`src/rtl/serial_eq_checker_amisha_if.sv`:
```
// Bundles the serial equality checker's control and result signals.
// The master drives the comparison stream; the slave is the checker itself.
interface serial_eq_checker_amisha_if #(
  parameter int N_BITS = 8
);
  localparam int CW = $clog2(N_BITS + 1);
  localparam int IW = $clog2(N_BITS);

  logic          start_amisha;
  logic          eq_amisha;
  logic          bit_valid_amisha;
  logic          busy_amisha;
  logic          done_amisha;
  logic          match_amisha;
  logic [CW-1:0] err_count_amisha;
  logic [IW-1:0] first_err_idx_amisha;

  modport master (
    output start_amisha,
    output eq_amisha,
    output bit_valid_amisha,
    input  busy_amisha,
    input  done_amisha,
    input  match_amisha,
    input  err_count_amisha,
    input  first_err_idx_amisha
  );

  modport slave (
    input  start_amisha,
    input  eq_amisha,
    input  bit_valid_amisha,
    output busy_amisha,
    output done_amisha,
    output match_amisha,
    output err_count_amisha,
    output first_err_idx_amisha
  );
endinterface

```
`src/rtl/serial_eq_checker_amisha.sv`:
```
// Accumulates N_BITS per-bit equality results into a frame verdict: error
// count, index of the first mismatch, and an all-equal flag.
module serial_eq_checker_amisha #(
  parameter int N_BITS = 8
) (
  input  logic                          clk_amisha,
  input  logic                          reset_amisha,
  serial_eq_checker_amisha_if.slave     bus
);
  localparam int CW = $clog2(N_BITS + 1);
  localparam int IW = $clog2(N_BITS);

  typedef enum logic [1:0] {
    ST_IDLE = 2'd0,
    ST_RUN  = 2'd1,
    ST_DONE = 2'd2
  } state_e;

  state_e        state_q, state_d;
  logic [IW-1:0] idx_q, idx_d;
  logic [CW-1:0] err_q, err_d;
  logic [IW-1:0] first_q, first_d;
  logic          seen_q, seen_d;
  logic          match_q, match_d;
  logic          busy_q;
  logic          done_q;

  // Next-state and datapath update for the frame FSM.
  always_comb begin
    state_d = state_q;
    idx_d   = idx_q;
    err_d   = err_q;
    first_d = first_q;
    seen_d  = seen_q;
    match_d = match_q;
    case (state_q)
      ST_IDLE: begin
        if (bus.start_amisha) begin
          state_d = ST_RUN;
          idx_d   = '0;
          err_d   = '0;
          first_d = '0;
          seen_d  = 1'b0;
          match_d = 1'b0;
        end else begin
          state_d = ST_IDLE;
        end
      end
      ST_RUN: begin
        if (bus.bit_valid_amisha) begin
          if (!bus.eq_amisha) begin
            // Saturating guard: the count can never pass N_BITS.
            if (err_q < CW'(N_BITS)) begin
              err_d = err_q + CW'(1);
            end else begin
              err_d = err_q;
            end
            if (!seen_q) begin
              first_d = idx_q;
              seen_d  = 1'b1;
            end else begin
              first_d = first_q;
            end
          end else begin
            err_d = err_q;
          end
          if (idx_q == IW'(N_BITS - 1)) begin
            state_d = ST_DONE;
            match_d = (err_d == '0);
          end else begin
            idx_d = idx_q + IW'(1);
          end
        end else begin
          state_d = ST_RUN;
        end
      end
      ST_DONE: begin
        state_d = ST_IDLE;
      end
      default: begin
        state_d = ST_IDLE;
      end
    endcase
  end

  // State and result registers; busy/done are registered from the next state.
  always_ff @(posedge clk_amisha or posedge reset_amisha) begin
    if (reset_amisha) begin
      state_q <= ST_IDLE;
      idx_q   <= '0;
      err_q   <= '0;
      first_q <= '0;
      seen_q  <= 1'b0;
      match_q <= 1'b0;
      busy_q  <= 1'b0;
      done_q  <= 1'b0;
    end else begin
      state_q <= state_d;
      idx_q   <= idx_d;
      err_q   <= err_d;
      first_q <= first_d;
      seen_q  <= seen_d;
      match_q <= match_d;
      busy_q  <= (state_d == ST_RUN);
      done_q  <= (state_d == ST_DONE);
    end
  end

  assign bus.busy_amisha          = busy_q;
  assign bus.done_amisha          = done_q;
  assign bus.match_amisha         = match_q;
  assign bus.err_count_amisha     = err_q;
  assign bus.first_err_idx_amisha = first_q;
endmodule

```
`src/flat_wrapper.sv`:
```
// flat-port wrapper written by rule: the top's interface ports become plain ports
module serial_eq_checker_amisha_flat 
#(
  parameter int N_BITS = 8
)
  (clk_amisha, reset_amisha, bus_start_amisha, bus_eq_amisha, bus_bit_valid_amisha, bus_busy_amisha, bus_done_amisha, bus_match_amisha, bus_err_count_amisha, bus_first_err_idx_amisha);
  serial_eq_checker_amisha_if #(.N_BITS(N_BITS)) bus_i ();
  input  logic clk_amisha;
  input  logic reset_amisha;
  input wire logic [$bits(bus_i.start_amisha)-1:0] bus_start_amisha;
  input wire logic [$bits(bus_i.eq_amisha)-1:0] bus_eq_amisha;
  input wire logic [$bits(bus_i.bit_valid_amisha)-1:0] bus_bit_valid_amisha;
  output wire logic [$bits(bus_i.busy_amisha)-1:0] bus_busy_amisha;
  output wire logic [$bits(bus_i.done_amisha)-1:0] bus_done_amisha;
  output wire logic [$bits(bus_i.match_amisha)-1:0] bus_match_amisha;
  output wire logic [$bits(bus_i.err_count_amisha)-1:0] bus_err_count_amisha;
  output wire logic [$bits(bus_i.first_err_idx_amisha)-1:0] bus_first_err_idx_amisha;
  assign bus_i.start_amisha = bus_start_amisha;
  assign bus_i.eq_amisha = bus_eq_amisha;
  assign bus_i.bit_valid_amisha = bus_bit_valid_amisha;
  assign bus_busy_amisha = bus_i.busy_amisha;
  assign bus_done_amisha = bus_i.done_amisha;
  assign bus_match_amisha = bus_i.match_amisha;
  assign bus_err_count_amisha = bus_i.err_count_amisha;
  assign bus_first_err_idx_amisha = bus_i.first_err_idx_amisha;
  serial_eq_checker_amisha #(.N_BITS(N_BITS)) u_core (.clk_amisha(clk_amisha), .reset_amisha(reset_amisha), .bus(bus_i));
endmodule
```
`config.mk`:
```
export PLATFORM = sky130hd
export DESIGN_NAME = serial_eq_checker_amisha_flat
export DESIGN_NICKNAME = d
export VERILOG_FILES = /design/src/rtl/serial_eq_checker_amisha_if.sv /design/src/rtl/serial_eq_checker_amisha.sv /design/src/flat_wrapper.sv
export SDC_FILE = /design/constraint.sdc
export NUM_CORES = 1
export LEC_CHECK = 0
export ABC_AREA = 1
export CAP_MARGIN = 20
export CORE_MARGIN = 10
export CORE_UTILIZATION = 45
export CTS_CLUSTER_DIAMETER = 120
export CTS_CLUSTER_SIZE = 8
export DETAILED_ROUTE_END_ITERATION = 7
export DONT_BUFFER_PORTS = 1
export GPL_TIMING_DRIVEN = 1
export PLACE_DENSITY_LB_ADDON = 0.15
export SLEW_MARGIN = 20
export SYNTH_ARGS = -nofsm -noshare
export SYNTH_HDL_FRONTEND = slang
export SYNTH_SLANG_ARGS = --single-unit
```
`constraint.sdc`:
```
create_clock -name clk_amisha -period 1.6 [get_ports clk_amisha]
set_input_delay 0.16 -clock clk_amisha [delete_from_list [all_inputs] [get_ports clk_amisha]]
set_output_delay 0.16 -clock clk_amisha [all_outputs]
set_load 0.01 [all_outputs]
```
After elaboration in Yosys (flattened, before gate mapping)
Cells that the tools add are included.
{"block": "word_totals", "latch_bits": 0, "in_bits": 5, "word_cells": 55, "romBits": 0, "ramBits": 0, "mem_count": 0, "out_inout_bits": 10, "regBits": 16}
{"block": "classes", "div": 0, "muxes": 26, "bitwise": 0, "reduce_logical": 8, "mul": 0, "n_shift": 0, "n_lt_le_gt_ge": 1, "add_sub_neg": 2, "eq_ne": 10}
{"operator": "$mux 4", "count": 6}
{"operator": "$mux 3", "count": 6}
{"operator": "$pmux 3 s2", "count": 2}
{"operator": "$reduce_and 4->1", "count": 3}
{"operator": "$ne 2x2->1 const B", "count": 5}
{"operator": "$pmux 4 s2", "count": 1}
{"operator": "$mux 1", "count": 6}
{"operator": "$reduce_and 5->1", "count": 1}
{"operator": "$add 4x1->4 const B", "count": 1}
{"operator": "$eq 2x1->1 const B", "count": 2}
{"operator": "$logic_not 4->1", "count": 1}
{"operator": "$lt 4x4->1 const B", "count": 1}
{"operator": "$mux 2", "count": 2}
{"operator": "$pmux 1 s2", "count": 2}
{"operator": "$pmux 2 s2", "count": 1}
{"operator": "$add 3x1->3 const B", "count": 1}
{"operator": "$eq 3x3->1 const B", "count": 1}
{"operator": "$reduce_and 3->1", "count": 1}
{"operator": "$eq 2x2->1 const B", "count": 1}
{"operator": "$logic_not 2->1", "count": 1}
{"operator": "$ne 2x1->1 const B", "count": 1}
{"operator": "$reduce_bool 2->1", "count": 1}

Longest topological paths before layout
{"block": "depth", "depth_word": 9, "ltp_mapped": 8, "ltp_nobuf": 8}

Worst setup path after synthesis
OpenSTA, ideal clock, no wires.
{"block": "synth_path", "path_kind": "reg-to-reg", "start": "register u_core.idx_q[0]", "end": "register u_core.idx_q[0]", "arrival_time_ns": 1.186, "stages_incl_launch_ff": 7, "setup_slack_ns": 0.297, "cell_sequence": "dfrtp_1 > ha_1 > ha_1 > o21ai_2 > o21ai_1 > nand2_1 > nand2_1"}
{"block": "synth_between", "elab_chain_len": 4}
{"item": "from (decl)", "line_no": "serial_eq_checker_amisha.sv:20", "text": "logic [IW-1:0] idx_q, idx_d;"}
{"item": "from (signal assigned)", "line_no": "serial_eq_checker_amisha.sv:99", "text": "idx_q <= idx_d;"}
{"item": "$add 3x1->3", "line_no": "serial_eq_checker_amisha.sv:71", "text": "idx_d = idx_q + IW'(1);"}
{"item": "$mux 3", "line_no": "serial_eq_checker_amisha.sv:67", "text": "if (idx_q == IW'(N_BITS - 1)) begin"}
{"item": "$mux 3", "line_no": "serial_eq_checker_amisha.sv:50", "text": "if (bus.bit_valid_amisha) begin"}
{"item": "$pmux 3 s2", "line_no": "serial_eq_checker_amisha.sv:36", "text": "case (state_q)"}
Several ways; a longest one is shown, not always the timed one. The select of a mux whose other input is x is not followed.
A chain may end at the register's enable or synchronous reset.

Final worst setup path
{"block": "layout_path", "start": "register u_core.idx_q[0]", "end": "register u_core.idx_q[2]"}
The elaborated chain is that of the path after synthesis.

==> metrics.cfg <==
[power]
p_int_w = 0.000831
vdd_drop_max_mv = 0.761
leakage_nw = 0.444
comb_power_share = 0.354
sequentialPowerShare = 0.502
powerDensity_nw_per_um2 = 1680
swShare = 0.423
netSwitchingPower_w = 0.000610
clkPwrFrac = 0.144

[global_routing]
grt_pass1_wl_microns = 2430
grt_max_degree = 17
antenna_found_initial = 0
grt.total_usage = 0.0853
grt_pass1_vias = 563
gr-total-overflow = 0

[critical_path]
arrival_ps = 1600
cp_cell_sequence = ha_1 > ha_1 > o21ai_2 > o21ai_1 > nand2_1 > nand2_1
r2r-start = u_core.idx_q[0]
r2r_slack_ps = 180
reg2reg_to = u_core.idx_q[2]
rr_worst_depth = 6
crit_path_start = u_core.idx_q[0]
criticalPathCategory = reg -> reg
crit_slowest_cell = dfrtp_1
crit_path_max_fanout = 4
crit_end = u_core.idx_q[2]
worst_setup_path_end_kind = register
required_ps = 1780
crit_path_start_kind = register
slowest_delay_ps = 410

[detailed_routing]
avgViaCountPerCell = 4.88
wl_per_cell_microns = 12.1
num_vias = 600
drt-initial-drc-count = 14
wl_microns = 1480
first_pass_iters = 2
drc_errors = 0
ant_nets = 0

[clocking]
htreeDepth = 1
root_buffer = clkbuf_4
cts_tree = done
cts_setup_buffers = 0
cts.repair.resized = 0
cts.clk_slew.worst_paths_ps = 90
cts.sinks = 16
ctsHoldBuffers = 1
clock_latency_ps = 280
cts_made_buffers = 3
clockBufferDepth = 2

[floorplan]
core_area_sq_um = 1710
row_count = 15
die_w_microns = 62.1
top_level_ports = 15
dieArea_sq_um = 3850
die_y_microns = 62.1
initial_core_util = 0.466

[cells_and_area]
area_growth_pct = 8.02
nNetsFinal = 108
n_antenna_cell = 0
final_cells = 123
drive_gt1_frac = 0.133
num-fill-cells = 173

[synthesis]
synth_seq_cells = 16
syn-num-nets = 102
synthCells = 94
ys_warn_count = 0
synth_area_sq_um = 796
seq_area_frac_synth = 0.503
synth_cell_types = 16
syn_avg_cell_area_sq_um = 8.47

[place]
place_ws_ps = 197
gp_congestion = 0.771
dp_cells = 119
io_buffers = 0
hpwlAfterDp_microns = 1160

[sta]
fin_skew_ps = 1.59
finalHoldViolations = 0
relSlewSlack = 0.594
post-route-min-period_ps = 1420
period_share = 0.889
post-route-worst-setup-slack_ps = 178
max_freq_mhz = 703
slew_viol_final = 0
setup_tns_ps = 0
rsz0062_at_grt = no
tightest_slew_ps = 609
setup_violations = 0

[hold_path]
hp-class = in -> reg

[flow_run]
drv_cap = 0

[status]
run_status = finished, final reports clean

[power groups by stage]
| stage | Sequential (W) | Combinational (W) | Clock [W] |
|---|---|---|---|
| detailed placement | 0.000740 | 0.000517 | 0 |
| CTS | 0.000732 | 0.000522 | 0.000216 |
| floorplan | 0.000701 | 0.000434 | 0 |
| global route | 0.000747 | 0.000601 | 0.000232 |
| global placement | 0.000739 | 0.000509 | 0 |
| finish | 0.000723 | 0.000510 | 0.000207 |
[per-layer routing]
| layer | vias to the layer above | global-route usage | wire length [microns] |
|---|---|---|---|
| li1 | 311 | - | - |
| met1 | 276 | 0.0944 | 652 |
| met2 | 9 | 0.133 | 683 |
| met3 | 4 | 0.0325 | 114 |
| met4 | 0 | 0.0573 | 31 |
| met5 | - | 0 | 0 |
[cell usage in the layout (no fill, tap or decap), drive strengths merged]
cell type	instances
nor2	9
nand2	36
dfrtp	16
o21ai	9
ha	3
dlygate4sd3	1
a21oi	2
o22ai	3
inv	11
nand3	4
nand3b	1
clkbuf	3
[state kept, by name, summed over array words and instances, names as in the netlist]
name and count:
u_core.idx_q 3, u_core.state_q 2, u_core.bus.done_amisha 1, u_core.bus.first_err_idx_amisha 3, u_core.bus.err_count_amisha 4, u_core.seen_q 1
u_core.bus.match_amisha 1, u_core.bus.busy_amisha 1
[worst max-delay path: cells and delay by family (launching register included)]
family,cells,cell delay (ps)
AOI/OAI and AO/OA,2,340
DFF,1,410
and+or+nand+nor,2,130
adders and majority gates,2,440
[per-stage QoR]
stage	power [W]	hold slack [ps]	area (sq um)	utilization
2_1_floorplan	0.00114	73.7	796	-
3_3_place_gp	0.00125	157	827	0.484
3_5_place_dp	0.00126	166	827	0.484
4_1_cts	0.00147	3.12	860	0.503
5_1_grt	0.00158	14.0	860	0.503
6_report	0.00144	12.9	860	0.503
[area by class of cell]
cell class / count / area, sq um / area share
Multi-Input combinational cell: 67 / 352 / 0.409
Timing Repair Buffer: 1 / 10.0 / 0.0116
Tap cell: 25 / 31.3 / 0.0364
Inverter: 11 / 43.8 / 0.0509
Sequential cell: 16 / 400 / 0.466
Clock buffer: 3 / 22.5 / 0.0262
[kinds of logic (layout without fill, tap and decap cells)]
kind of cell,count (synthesis),count (layout),share of synthesized area
fa+ha+maj,3,3,0.0472
simple gates,50,50,0.297
compound gates,14,14,0.0975
buf+inv,11,15,0.0550
flops,16,16,0.503
[worst min-delay path by stage]
stage,startpoint,endpoint,slack [ps],depth (start not counted)
floorplan,reset_amisha,u_core.bus.busy_amisha,70,1
global placement,reset_amisha,u_core.bus.done_amisha,160,1
detailed placement,reset_amisha,u_core.bus.done_amisha,170,1
CTS,bus_bit_valid_amisha,u_core.state_q[1],3,2
global route,bus_bit_valid_amisha,u_core.state_q[1],10,2
finish,bus_bit_valid_amisha,u_core.state_q[1],10,2
[cells in the mapped netlist (all sizes together)]
cell type / number / share of area
nand2: 36 / 0.21
a21oi: 2 / 0.013
o22ai: 3 / 0.024
nand3b: 1 / 0.0094
inv: 11 / 0.055
o21ai: 9 / 0.061
nor2: 9 / 0.049
dfrtp: 16 / 0.50
nand3: 4 / 0.025
ha: 3 / 0.047
Note: power is estimated with default switching activity, not from simulation.
